### config.mk
export PLATFORM = sky130hd
export DESIGN_NAME = load_store_unit_flat
export DESIGN_NICKNAME = d
export VERILOG_FILES = /design/src/rtl/lsu_pkg.sv /design/src/rtl/load_store_unit_if.sv /design/src/rtl/lsu_align.sv /design/src/rtl/load_store_unit.sv /design/src/flat_wrapper.sv
export SDC_FILE = /design/constraint.sdc
export NUM_CORES = 1
export LEC_CHECK = 0
export CORE_MARGIN = 5
export CORE_UTILIZATION = 45
export DETAILED_ROUTE_END_ITERATION = 10
export PLACE_DENSITY = 0.85
export SYNTH_ARGS = -nofsm -noshare
export SYNTH_HDL_FRONTEND = slang
export SYNTH_SLANG_ARGS = --single-unit
### constraint.sdc
create_clock -name clk -period 2.5 [get_ports clk]
set_input_delay 0.25 -clock clk [delete_from_list [all_inputs] [get_ports clk]]
set_output_delay 0.25 -clock clk [all_outputs]
set_load 0.005 [all_outputs]
### src/rtl/lsu_pkg.sv
// lsu_pkg -- shared definitions for the load/store unit.
//   LSU_MEM_WORDS_DEF : default data-memory depth in 32-bit words
//   F3_*              : RISC-V load/store width/sign codes
//   lsu_state_e       : FSM state encoding (WRITE only with LSU_SUBWORD_EN)
// Macro: LSU_SUBWORD_EN enables byte/half accesses.
package lsu_pkg;

    localparam int unsigned LSU_MEM_WORDS_DEF = 1024;

    localparam logic [2:0] F3_B  = 3'b000;
    localparam logic [2:0] F3_H  = 3'b001;
    localparam logic [2:0] F3_W  = 3'b010;
    localparam logic [2:0] F3_BU = 3'b100;
    localparam logic [2:0] F3_HU = 3'b101;

    typedef enum logic [1:0] {
        ST_IDLE   = 2'd0,
        ST_ACCESS = 2'd1,
`ifdef LSU_SUBWORD_EN
        ST_WRITE  = 2'd2,
`endif
        ST_RESP   = 2'd3
    } lsu_state_e;

endpackage

### src/rtl/load_store_unit_if.sv
// load_store_unit_if -- request, response and data-memory signals of the LSU.
//   req_*  : execute-stage request (valid/ready handshake)
//   rsp_*  : response to the consumer (valid/ready handshake)
//   mem_*  : word-aligned data-memory strobes, address, write and read data
// modport slave  : the LSU side
// modport master : execute stage / consumer / memory side
interface load_store_unit_if;
    logic        req_valid;
    logic        req_ready;
    logic        req_we;
    logic [2:0]  req_funct3;
    logic [31:0] req_addr;
    logic [31:0] req_wdata;
    logic        rsp_valid;
    logic        rsp_ready;
    logic [31:0] rsp_rdata;
    logic        rsp_err;
    logic        mem_read;
    logic        mem_write;
    logic [31:0] mem_addr;
    logic [31:0] mem_wdata;
    logic [31:0] mem_rdata;

    modport slave (
        input  req_valid, req_we, req_funct3, req_addr, req_wdata,
        output req_ready,
        output rsp_valid, rsp_rdata, rsp_err,
        input  rsp_ready,
        output mem_read, mem_write, mem_addr, mem_wdata,
        input  mem_rdata
    );

    modport master (
        output req_valid, req_we, req_funct3, req_addr, req_wdata,
        input  req_ready,
        input  rsp_valid, rsp_rdata, rsp_err,
        output rsp_ready,
        input  mem_read, mem_write, mem_addr, mem_wdata,
        output mem_rdata
    );
endinterface

### src/rtl/lsu_align.sv
// lsu_align -- combinational lane handling for the load/store unit.
//   funct3     : width/sign code of the latched request
//   byte_off   : addr[1:0] of the latched request
//   rdata      : word read from data memory
//   wdata      : right-aligned store data
//   load_data  : selected lane, sign- or zero-extended
//   merge_word : rdata with the target lane replaced by store data
//                (plain wdata for full-word stores)
module lsu_align
    import lsu_pkg::*;
(
    input  logic [2:0]  funct3,
    input  logic [1:0]  byte_off,
    input  logic [31:0] rdata,
    input  logic [31:0] wdata,
    output logic [31:0] load_data,
    output logic [31:0] merge_word
);

    logic [7:0]  byte_sel;
    logic [15:0] half_sel;

    always_comb begin
        byte_sel = rdata[{byte_off, 3'b000} +: 8];
        half_sel = byte_off[1] ? rdata[31:16] : rdata[15:0];

        case (funct3)
            F3_B:    load_data = {{24{byte_sel[7]}}, byte_sel};
            F3_BU:   load_data = {24'd0, byte_sel};
            F3_H:    load_data = {{16{half_sel[15]}}, half_sel};
            F3_HU:   load_data = {16'd0, half_sel};
            default: load_data = rdata;
        endcase

        merge_word = rdata;
        case (funct3)
            F3_B: merge_word[{byte_off, 3'b000} +: 8] = wdata[7:0];
            F3_H: begin
                if (byte_off[1]) merge_word[31:16] = wdata[15:0];
                else             merge_word[15:0]  = wdata[15:0];
            end
            default: merge_word = wdata;
        endcase
    end

endmodule

### src/rtl/load_store_unit.sv
// load_store_unit -- single-outstanding load/store unit in front of a
// combinational-read data memory.
//   clk, rst_n : clock, asynchronous active-low reset
//   bus        : load_store_unit_if.slave (request, response, memory)
//   MEM_WORDS  : memory depth in words; byte addresses >= 4*MEM_WORDS fault
// Macro: LSU_SUBWORD_EN enables byte/half loads and read-modify-write
// stores; without it only LW/SW are legal and WRITE does not exist.
//
// state  | meaning
// IDLE   | req_ready high, waiting for a request
// ACCESS | memory access: load read, SW write, or SB/SH read for merge
// WRITE  | SB/SH write of the merged word (LSU_SUBWORD_EN only)
// RESP   | rsp_valid high until rsp_ready
module load_store_unit
    import lsu_pkg::*;
#(
    parameter int unsigned MEM_WORDS = LSU_MEM_WORDS_DEF
) (
    input logic              clk,
    input logic              rst_n,
    load_store_unit_if.slave bus
);

    lsu_state_e  state_q, state_d;
    logic        we_q, we_d;
    logic [2:0]  f3_q, f3_d;
    logic [31:0] addr_q, addr_d;
    logic [31:0] wdata_q, wdata_d;
    logic [31:0] rsp_rdata_q, rsp_rdata_d;
    logic        rsp_err_q, rsp_err_d;
`ifdef LSU_SUBWORD_EN
    logic [31:0] merge_q, merge_d;
`endif

    logic        req_err;
    logic        f3_illegal;
    logic        misaligned;
    logic        out_of_range;
    logic [31:0] load_data;
    logic [31:0] merge_word;
    logic        mem_read;
    logic        mem_write;
    logic [31:0] mem_addr;
    logic [31:0] mem_wdata;

    lsu_align u_align (
        .funct3     (f3_q),
        .byte_off   (addr_q[1:0]),
        .rdata      (bus.mem_rdata),
        .wdata      (wdata_q),
        .load_data  (load_data),
        .merge_word (merge_word)
    );

    // Classification of the request currently on the bus.
    always_comb begin
        f3_illegal   = 1'b0;
        misaligned   = 1'b0;
        out_of_range = 1'b0;
`ifdef LSU_SUBWORD_EN
        // 011 stores are rejected too: there is no 64-bit access.
        if (bus.req_we) f3_illegal = bus.req_funct3[2] || (bus.req_funct3[1:0] == 2'b11);
        else            f3_illegal = (bus.req_funct3 == 3'b011) || (bus.req_funct3[2:1] == 2'b11);
`else
        f3_illegal = (bus.req_funct3 != F3_W);
`endif
        misaligned = ((bus.req_funct3[1:0] == 2'b01) && bus.req_addr[0]) ||
                     ((bus.req_funct3[1:0] == 2'b10) && (bus.req_addr[1:0] != 2'b00));
        // Word-index compare avoids overflow of 4*MEM_WORDS.
        out_of_range = ({2'b00, bus.req_addr[31:2]} >= MEM_WORDS);
        req_err      = f3_illegal || misaligned || out_of_range;
    end

    always_comb begin
        state_d     = state_q;
        we_d        = we_q;
        f3_d        = f3_q;
        addr_d      = addr_q;
        wdata_d     = wdata_q;
        rsp_rdata_d = rsp_rdata_q;
        rsp_err_d   = rsp_err_q;
`ifdef LSU_SUBWORD_EN
        merge_d     = merge_q;
`endif
        mem_read    = 1'b0;
        mem_write   = 1'b0;
        mem_addr    = 32'd0;
        mem_wdata   = 32'd0;

        case (state_q)
            ST_IDLE: begin
                if (bus.req_valid) begin
                    we_d        = bus.req_we;
                    f3_d        = bus.req_funct3;
                    addr_d      = bus.req_addr;
                    wdata_d     = bus.req_wdata;
                    rsp_rdata_d = 32'd0;
                    rsp_err_d   = req_err;
                    state_d     = req_err ? ST_RESP : ST_ACCESS;
                end
            end
            ST_ACCESS: begin
                mem_addr = {addr_q[31:2], 2'b00};
                if (!we_q) begin
                    mem_read    = 1'b1;
                    rsp_rdata_d = load_data;
                    state_d     = ST_RESP;
                end else if (f3_q == F3_W) begin
                    mem_write = 1'b1;
                    mem_wdata = merge_word;
                    state_d   = ST_RESP;
                end
`ifdef LSU_SUBWORD_EN
                else begin
                    mem_read = 1'b1;
                    merge_d  = merge_word;
                    state_d  = ST_WRITE;
                end
`endif
            end
`ifdef LSU_SUBWORD_EN
            ST_WRITE: begin
                mem_addr  = {addr_q[31:2], 2'b00};
                mem_write = 1'b1;
                mem_wdata = merge_q;
                state_d   = ST_RESP;
            end
`endif
            ST_RESP: begin
                if (bus.rsp_ready) state_d = ST_IDLE;
            end
            default: state_d = ST_IDLE;
        endcase
    end

    always_ff @(posedge clk or negedge rst_n) begin
        if (!rst_n) begin
            state_q     <= ST_IDLE;
            we_q        <= 1'b0;
            f3_q        <= 3'd0;
            addr_q      <= 32'd0;
            wdata_q     <= 32'd0;
            rsp_rdata_q <= 32'd0;
            rsp_err_q   <= 1'b0;
`ifdef LSU_SUBWORD_EN
            merge_q     <= 32'd0;
`endif
        end else begin
            state_q     <= state_d;
            we_q        <= we_d;
            f3_q        <= f3_d;
            addr_q      <= addr_d;
            wdata_q     <= wdata_d;
            rsp_rdata_q <= rsp_rdata_d;
            rsp_err_q   <= rsp_err_d;
`ifdef LSU_SUBWORD_EN
            merge_q     <= merge_d;
`endif
        end
    end

    assign bus.req_ready = (state_q == ST_IDLE);
    assign bus.rsp_valid = (state_q == ST_RESP);
    assign bus.rsp_rdata = rsp_rdata_q;
    assign bus.rsp_err   = rsp_err_q;
    assign bus.mem_read  = mem_read;
    assign bus.mem_write = mem_write;
    assign bus.mem_addr  = mem_addr;
    assign bus.mem_wdata = mem_wdata;

endmodule

### src/flat_wrapper.sv
// flat-port wrapper written by rule: the top's interface ports become plain ports
module load_store_unit_flat import lsu_pkg::*;
#(
    parameter int unsigned MEM_WORDS = LSU_MEM_WORDS_DEF
)
  (clk, rst_n, bus_req_valid, bus_req_we, bus_req_funct3, bus_req_addr, bus_req_wdata, bus_req_ready, bus_rsp_valid, bus_rsp_rdata, bus_rsp_err, bus_rsp_ready, bus_mem_read, bus_mem_write, bus_mem_addr, bus_mem_wdata, bus_mem_rdata);
  load_store_unit_if bus_i ();
  input logic clk;
  input logic rst_n;
  input wire logic [$bits(bus_i.req_valid)-1:0] bus_req_valid;
  input wire logic [$bits(bus_i.req_we)-1:0] bus_req_we;
  input wire logic [$bits(bus_i.req_funct3)-1:0] bus_req_funct3;
  input wire logic [$bits(bus_i.req_addr)-1:0] bus_req_addr;
  input wire logic [$bits(bus_i.req_wdata)-1:0] bus_req_wdata;
  output wire logic [$bits(bus_i.req_ready)-1:0] bus_req_ready;
  output wire logic [$bits(bus_i.rsp_valid)-1:0] bus_rsp_valid;
  output wire logic [$bits(bus_i.rsp_rdata)-1:0] bus_rsp_rdata;
  output wire logic [$bits(bus_i.rsp_err)-1:0] bus_rsp_err;
  input wire logic [$bits(bus_i.rsp_ready)-1:0] bus_rsp_ready;
  output wire logic [$bits(bus_i.mem_read)-1:0] bus_mem_read;
  output wire logic [$bits(bus_i.mem_write)-1:0] bus_mem_write;
  output wire logic [$bits(bus_i.mem_addr)-1:0] bus_mem_addr;
  output wire logic [$bits(bus_i.mem_wdata)-1:0] bus_mem_wdata;
  input wire logic [$bits(bus_i.mem_rdata)-1:0] bus_mem_rdata;
  assign bus_i.req_valid = bus_req_valid;
  assign bus_i.req_we = bus_req_we;
  assign bus_i.req_funct3 = bus_req_funct3;
  assign bus_i.req_addr = bus_req_addr;
  assign bus_i.req_wdata = bus_req_wdata;
  assign bus_req_ready = bus_i.req_ready;
  assign bus_rsp_valid = bus_i.rsp_valid;
  assign bus_rsp_rdata = bus_i.rsp_rdata;
  assign bus_rsp_err = bus_i.rsp_err;
  assign bus_i.rsp_ready = bus_rsp_ready;
  assign bus_mem_read = bus_i.mem_read;
  assign bus_mem_write = bus_i.mem_write;
  assign bus_mem_addr = bus_i.mem_addr;
  assign bus_mem_wdata = bus_i.mem_wdata;
  assign bus_i.mem_rdata = bus_mem_rdata;
  load_store_unit #(.MEM_WORDS(MEM_WORDS)) u_core (.clk(clk), .rst_n(rst_n), .bus(bus_i));
endmodule
==> impl_metrics.json <==
{
  "fin_crit_ns": 2.56,
  "layout_setup_ws_ns": -0.0551,
  "slew_headroom": 0.261,
  "synth_area_leader_cell": "dfrtp_1",
  "yosys.cell_count.top_type": "dfrtp_1",
  "start_kind": "flop",
  "antenna_found_initial": 0,
  "die_y_um": 120,
  "drv_cap": 0,
  "syn_avg_cell_area_um2": 11.3,
  "multiInputGateArea_um2": 2730,
  "cts_sinks": 103,
  "critPathMaxFanout": 5,
  "viasPerCell": 5.96,
  "violations": "negative setup slack",
  "synth_cell_types": 47,
  "synth_warnings": 0,
  "fin_skew_ns": 0.00605,
  "port_buffers": 202,
  "post-route-period-util": 1.02,
  "reg2reg_depth": 7,
  "setup.worst_path.class": "reg -> out",
  "num_rows": 40,
  "ant_nets": 0,
  "cp.arrival_ns": 2.31,
  "n_fill_cell": 853,
  "yosys.area_share.simple": 0.139,
  "yosys.area_share.adder": 0.0115,
  "holdWs_ns": 0.279,
  "yosys.area.top_type_share": 0.475,
  "drc": 0,
  "worstPathRequired_ns": 2.25,
  "end_kind": "output port",
  "register_area_um2": 2580,
  "area_growth_syn_to_layout_pct": 50.6,
  "fp.coreArea_um2": 11900,
  "synth_cells": 480,
  "max_freq_mhz": 391,
  "grt_overflow": 0,
  "die-width_um": 120,
  "drt_iter0_drc": 516,
  "outcome": "finished with violations",
  "synthXorXnorAreaFrac": 0,
  "synth-seq-area-share": 0.475,
  "grt_max_degree": 94,
  "powerDensity_nw_per_um2": 1150,
  "synth_edf_count": 0,
  "clk_latency_ns": 0.35,
  "clockBufferDepth": 2,
  "hold_class": "in -> async",
  "wl_um": 18600,
  "grt_pass1_vias": 5200,
  "synth_ff_type": "dfrtp_1",
  "grt_setup_unrepaired": "true",
  "synthArstFlopShare": 1.00,
  "synth_compound_gate_area_share": 0.153,
  "clk_pin_slew_ns": 0.07,
  "final_layout_size_suffix_gt1_frac": 0.276,
  "fin_util": 0.686,
  "layout.nets": 816,
  "cts_made_buffers": 9,
  "root_buffer": "clkbuf_16",
  "wire_per_inst_um": 21.7,
  "finalSetupViolCount": 6,
  "start_util": 0.456,
  "ys_ff_latch": 103,
  "grt_util_all_layers": 0.253,
  "synth_area_um2": 5430,
  "design.portCount": 205,
  "dr.pass1.iters": 5,
  "p_leak_nw": 3.41,
  "peakVddDrop_mv": 0.742,
  "hpwl_um": 13400,
  "cts_tree": "yes",
  "slew_viol_final": 0,
  "final-hold-violation-count": 0,
  "synthTopCellsByArea": "dfrtp_1 47%, mux2_2 15%, and2_1 4.6%",
  "r2r_setup_slack_ns": 0.08,
  "synth_top_family_by_area": "multiplexers",
  "synthMuxAreaShare": 0.179,
  "gp_congestion": 0.889,
  "dieArea_um2": 14400,
  "antennaDiodeCount": 0,
  "worstMarginPinSlew_ns": 1.11,
  "htreeDepth": 3,
  "grt_pass1_wl_um": 28500,
  "vias": 5112,
  "yosys-top-cells-count": "103 x dfrtp_1, 70 x mux2_2, 40 x and2_1"
}
-- flip-flops by register name, indices dropped and copies added, names as in the netlist --
| register | count |
|---|---|
| u_core.we_q | 1 |
| u_core.addr_q | 32 |
| u_core.bus.rsp_rdata | 32 |
| u_core.f3_q | 3 |
| u_core.wdata_q | 32 |
| u_core.state_q | 2 |
| u_core.bus.rsp_err | 1 |
-- worst paths after layout --
| path | startpoint | to |
|---|---|---|
| max | u_core.addr_q[0] | bus_mem_wdata[11] |
| min | rst_n | u_core.addr_q[10] |
| max reg2reg | u_core.addr_q[0] | u_core.bus.rsp_rdata[26] |
| min reg2reg | u_core.bus.rsp_rdata[6] | u_core.bus.rsp_rdata[6] |
| max in group asynchronous | rst_n | u_core.bus.rsp_rdata[27] |
| min in group clk | bus_mem_rdata[5] | u_core.bus.rsp_rdata[5] |
-- metrics by stage --
step / setup WS, ns / instances / total power, mW / cell area [µm²] / setup TNS, ns
2_1_floorplan: 0.105 / 481 / 5.53 / 5430 / 0
3_3_place_gp: -0.123 / 821 / 7.25 / 7670 / -0.147
3_5_place_dp: -0.189 / 821 / 7.47 / 7670 / -0.641
4_1_cts: -0.206 / 851 / 9.12 / 8070 / -1.90
5_1_grt: -0.140 / 857 / 9.89 / 8180 / -1.38
6_report: -0.0551 / 857 / 9.37 / 8180 / -0.123
-- critical path, stage by stage, from the launching register on --
cell and delay (ns):
dfrtp_1 0.41, buf_4 0.16, buf_8 0.12, ha_4 0.15
nand3b_1 0.10, nor4_2 0.06, buf_4 0.16, buf_6 0.13
a222oi_1 0.41, nor2_1 0.11, buf_2 0.15
-- report_power, final --
part           switching [mW]  leakage [nW]  internal, mW  total [mW]
registers               0.541          1.25          2.47        3.01
logic                    2.16          2.02          2.72        4.88
clock network           0.618         0.144         0.866        1.48
total                    3.32          3.41          6.06        9.37
-- final cells by class --
class,instances,area share
repair inverters,1,0.000918
inverters,11,0.00505
repair buffers,250,0.285
clock buffers,10,0.0280
clock inverters,4,0.00888
well taps,147,0.0225
flip-flops and latches,103,0.315
multi-input cells,331,0.334
-- kinds of logic after synthesis --
| logic type | after synthesis |
|---|---|
| buf+inv | 47 |
| mux | 79 |
| flops | 103 |
| fa+ha+maj | 5 |
| other cells | 1 |
| compound gates | 108 |
| simple gates | 137 |
-- layer usage --
layer  global-route usage  vias to the layer above  part of all wire
met5                    0                        -                 0
met4                0.105                        0             0.035
met3               0.0556                       59             0.080
met2                0.434                      299              0.51
met1                0.309                     2529              0.38
li1                     -                     2225                 -
-- placed cells by master (no fill, tap or decap), drive strengths merged, types with 22 or more instances in the layout --
cell type / instances
a22oi: 23
mux2: 70
a221o: 22
dfrtp: 103
and2: 40
o21ai: 26
buf: 61
clkdlybuf4s50: 177
nand2: 26
nor2: 28
-- repair_timing --
item / in CTS / in global routing
gates resized for setup: 60 / 53
endpoints found under the setup margin: 33 / 22
pin swaps: 16 / 31
hold buffers: 1 / 0
buffers inserted: 14 / 7
cloned: 1 / 0
hold endpoints to repair: 10 / 0
Power figures use the tool's default switching activity.
